===== config.mk =====
export PLATFORM = sky130hd
export DESIGN_NAME = mul_seq
export DESIGN_NICKNAME = d
export VERILOG_FILES = /design/src/rtl/mul_pkg.sv /design/src/rtl/mul_step.sv /design/src/rtl/mul_seq.sv
export SDC_FILE = /design/constraint.sdc
export NUM_CORES = 1
export LEC_CHECK = 0
export CAP_MARGIN = 5
export CORE_UTILIZATION = 44
export DETAILED_ROUTE_END_ITERATION = 8
export PLACE_DENSITY_LB_ADDON = 0.3
export SLEW_MARGIN = 20
export SYNTH_ARGS = -nofsm -noshare
export SYNTH_HDL_FRONTEND = slang
export SYNTH_SLANG_ARGS = --single-unit
export TNS_END_PERCENT = 20

===== constraint.sdc =====
create_clock -name clock -period 1.85 [get_ports clock]
set_clock_uncertainty 0.2 [all_clocks]
set_input_delay 0.2775 -clock clock [delete_from_list [all_inputs] [get_ports clock]]
set_output_delay 0.2775 -clock clock [all_outputs]
set_load 0.02 [all_outputs]

===== src/rtl/mul_pkg.sv =====
// Shared state encoding for the sequential arithmetic units (multiplier and divider).
// One-hot states so a common controller can mux either unit on the same state bus.
package mul_pkg;

    localparam int STATE_W = 3;

    typedef enum logic [STATE_W-1:0] {
        S_IDLE = 3'b001,
        S_CALC = 3'b010,
        S_DONE = 3'b100
    } state_e;

endpackage


===== src/rtl/mul_step.sv =====
// One shift-add iteration: conditionally add the multiplicand into the upper half,
// then shift the whole accumulator right by one.
module mul_step #(
    parameter int N = 4
) (
    input  logic [2*N:0] acc_i,
    input  logic [N-1:0] mcand_i,
    output logic [2*N:0] acc_o
);

    logic [N:0]   upper;
    logic [2*N:0] summed;

    // The (N+1)-bit upper field has room for the carry, so the add never wraps.
    always_comb begin
        upper  = acc_i[2*N:N] + (acc_i[0] ? {1'b0, mcand_i} : {(N+1){1'b0}});
        summed = {upper, acc_i[N-1:0]};
        acc_o  = {1'b0, summed[2*N:1]};
    end

endmodule


===== src/rtl/mul_seq.sv =====
// Sequential unsigned shift-add multiplier: one partial product per clock,
// fixed N+1 cycles from accepted start to done.
module mul_seq
    import mul_pkg::*;
#(
    parameter int N  = 4,
    parameter int CW = $clog2(N + 1)
) (
    input  logic           clock,
    input  logic           reset,
    input  logic           start,
    input  logic [N-1:0]   x,
    input  logic [N-1:0]   y,
    output logic [2*N-1:0] p,
    output logic           busy,
    output logic           done,
    output logic           overflow
);

    state_e        state_q, state_d;
    logic [2*N:0]  acc_q, acc_d;
    logic [N-1:0]  mcand_q, mcand_d;
    logic [CW-1:0] cnt_q, cnt_d;
    logic [2*N:0]  accStep;

    mul_step #(.N(N)) u_step (
        .acc_i   (acc_q),
        .mcand_i (mcand_q),
        .acc_o   (accStep)
    );

    always_ff @(posedge clock or posedge reset) begin
        if (reset) begin
            state_q <= S_IDLE;
            acc_q   <= '0;
            mcand_q <= '0;
            cnt_q   <= '0;
        end else begin
            state_q <= state_d;
            acc_q   <= acc_d;
            mcand_q <= mcand_d;
            cnt_q   <= cnt_d;
        end
    end

    always_comb begin
        state_d = state_q;
        acc_d   = acc_q;
        mcand_d = mcand_q;
        cnt_d   = cnt_q;
        case (state_q)
            S_IDLE, S_DONE: begin
                if (start) begin
                    mcand_d = x;
                    acc_d   = {{(N+1){1'b0}}, y};
                    cnt_d   = CW'(N);
                    state_d = S_CALC;
                end
            end
            S_CALC: begin
                acc_d = accStep;
                cnt_d = cnt_q - CW'(1);
                if (cnt_q == CW'(1)) begin
                    state_d = S_DONE;
                end
            end
            // A corrupted state register recovers to a clean IDLE.
            default: begin
                state_d = S_IDLE;
                acc_d   = '0;
                mcand_d = '0;
                cnt_d   = '0;
            end
        endcase
    end

    assign p        = acc_q[2*N-1:0];
    assign busy     = (state_q == S_CALC);
    assign done     = (state_q == S_DONE);
    assign overflow = done & (|acc_q[2*N-1:N]);

endmodule


==> results.tsv <==
stage	metric	value	unit
outcome	outcome	completed	
synthesis	synthTopCellsByArea	dfrtp_1 43%, ha_1 7.5%, and2_1 5.0%, a32o_1 4.0%, o22a_1 3.5%	
cts	htreeDepth	1	
setup_path	critPathSlowestCell	dfrtp_2	
synthesis	avgSynthCellArea	10.7	um^2
timing	rsz0062_at_grt	true	
floorplanning	io-pin-count	22	
route	drt_wl_total	2.27	mm
grt	grt_pass1_vias	843	
setup_path	worstSetupStartpoint	acc_q[0]	
layout	layout_common_cells	15 x dfrtp_1, 13 x clkdlybuf4s50_1, 13 x buf_4, 7 x and2_1, 6 x nor3_1	
layout	nets	145	
synthesis	post-synth-top-area-cell	dfrtp_1	
synthesis	synth_edf_count	0	
setup_path	rr_startpoint	acc_q[0]	
layout	multi_input_area	556	um^2
placed_design	portBuffers	21	
job	drv_cap	0	
route	route.antenna.remaining_nets	0	
cts	clkSinkCount	18	
setup_path	worstPathArrival	1830	ps
floorplanning	start_util	48.8	%
layout	drive_above_1_share	26.2	%
placed_design	dp.cells	149	
layout	antenna_cells	0	
setup_path	required	1840	ps
setup_path	cpLargestDelayFamily	adder cells	
synthesis	syn-cell-area	996	um^2
setup_path	path_buf_inv	0	
grt	gr-total-overflow	0	
grt	grt_antenna_before_repair	0	
route	vias_per_cell	5.44	
placed_design	dpl.hpwl	1.61	mm
grt	grt_max_degree	19	
layout	fin_cells	153	
timing	slew_headroom	62.6	%
setup_path	crit_chain	and2_4 > ha_4 > fa_2 > a21o_1 > a21oi_2 > o2bb2ai_2	
route	drtPass1Iterations	4	
power	peakVddDrop	830	uV
setup_path	path_max_fanout	4	
hold_path	hold_class	primary input to asynchronous set/reset pin	
setup_path	r2r_slack	10	ps
synthesis	ys_ff_latch	18	
route	route.detailed.drc	0	
layout	fillers	186	
timing	post-route-period-util	99.5	%
synthesis	ys_async_sr_fraction	100	%
synthesis	synth.net_count	111	
floorplanning	die_w	49.6	um
route	vias	833	
synthesis	synth_ff_type	dfrtp_1	
route	wl_per_cell	14.9	um
cts	cts_buffer_depth	2	
timing	fin_crit	1840	ps
layout	area_growth	39.4	%
timing	slew_viol_final	0	
setup_path	critPathCaptureType	register	
cts	clock_latency	290	ps
grt	grt_pass1_wl	3.87	mm
synthesis	synth_top_area_share	42.7	%
timing	setup_viol	0	
cts	path_clk_slew	110	ps
setup_path	startpoint_type	register	
setup_path	worst_path_largest_cell_delay	440	ps
synthesis	synth_warnings	0	
timing	fmaxAchievable	543	MHz
layout	layout_commonest_cell	dfrtp_1	
timing	tightest_slew	557	ps
route	drt-initial-drc-count	11	
power	p_per_area	1210	nW/um^2
cts	cts_tree	built	
grt	grt_usage	20.7	%
floorplanning	dieArea	2460	um^2
placed_design	finalWeightedCongestion	0.786	
power	leakagePower	0.692	nW
setup_path	crit_type	register to register	
floorplanning	core-area	2040	um^2
floorplanning	rows	16	
synthesis	synthCells	93	
cts	postCtsSetupBuffers	0	
floorplanning	fp.dieH	49.6	um
cts	cts-buffers-inserted	3	
timing	finalSetupTns	0	ps
timing	final_hold_viol_count	0	
synthesis	ys_seq_area_share	45.4	%
cts	cts-root-buf	clkbuf_4	
layout	seq_area	454	um^2
synthesis	synthDistinctLibCells	36	
metal layers:
| metal | share of wire [%] | GRT usage, % | up-vias |
|---|---|---|---|
| met5 | 0 | 0 | - |
| met4 | 1.2 | 9.05 | 0 |
| met3 | 4.2 | 2.16 | 2 |
| met2 | 49 | 32.7 | 31 |
| met1 | 46 | 28.5 | 388 |
| li1 | - | - | 412 |
through the flow:
| step | hold WS (ps) | setup WS (ps) | util (%) | cell area (um^2) | total power [mW] |
|---|---|---|---|---|---|
| after floorplan | 15.3 | 21.6 | - | 1000 | 1.07 |
| after global placement | 265 | -103 | 64.5 | 1320 | 1.38 |
| after detailed placement | 274 | -109 | 64.5 | 1320 | 1.40 |
| after CTS | 97.1 | -7.79 | 66.4 | 1360 | 1.65 |
| after global routing | 123 | -65.3 | 68.0 | 1390 | 1.79 |
| final | 91.4 | 9.98 | 68.0 | 1390 | 1.67 |
synthesized netlist by cell type (2+ instances only):
library cell	number
clkbuf_1	2
buf_2	2
a21oi_1	4
a32o_1	4
dfrtp_1	17
o22a_1	4
inv_1	4
nor2_1	5
a22o_1	2
o2bb2ai_1	2
nor3_1	6
and2_1	8
nor2b_1	5
ha_1	6
cell families after synthesis:
logic type	share of synthesized area [%]
AOI/OAI and AO/OA	19.1
xor gates and xnor gates	2.51
adders and majority gates	9.55
buffers and inverters	3.77
DFF	45.4
muxes	1.01
and+or+nand+nor	18.7
report_power, final:
part | total, mW | internal [mW] | leakage (nW) | switching, mW
Clock | 0.247 | 0.120 | 0.0210 | 0.127
Sequential | 0.609 | 0.524 | 0.233 | 0.0846
Combinational | 0.820 | 0.410 | 0.438 | 0.410
registers in the layout, summed over array words and instances (netlist names):
register  flops
cnt_q         3
mcand_q       4
state_q       3
acc_q         8
worst paths after layout:
path,to,cells after the start
setup / recovery,acc_q[7],6
hold / removal,acc_q[1],3
setup reg to reg,acc_q[7],6
hold reg to reg,mcand_q[2],1
max in group asynchronous,state_q[0],3
min in group clock,mcand_q[2],1
worst min-delay path: stages:
cell,delay [ps]
clkdlybuf4s50_1,400
inv_1,50
buf_4,240
cell type report:
type / count / share of cell area (%)
inverter: 5 / 1.44
multi-input combinational: 66 / 40.0
tap: 27 / 2.43
sequential: 18 / 32.7
timing repair buffer: 33 / 20.8
clock buffer: 4 / 2.61
repair_timing:
item / in CTS / in global routing
gates cloned: 0 / 0
pin swaps: 0 / 5
endpoints found under the setup margin: 7 / 7
hold buffers: 0 / 0
resized for setup: 19 / 10
Power figures use the tool's default switching activity.
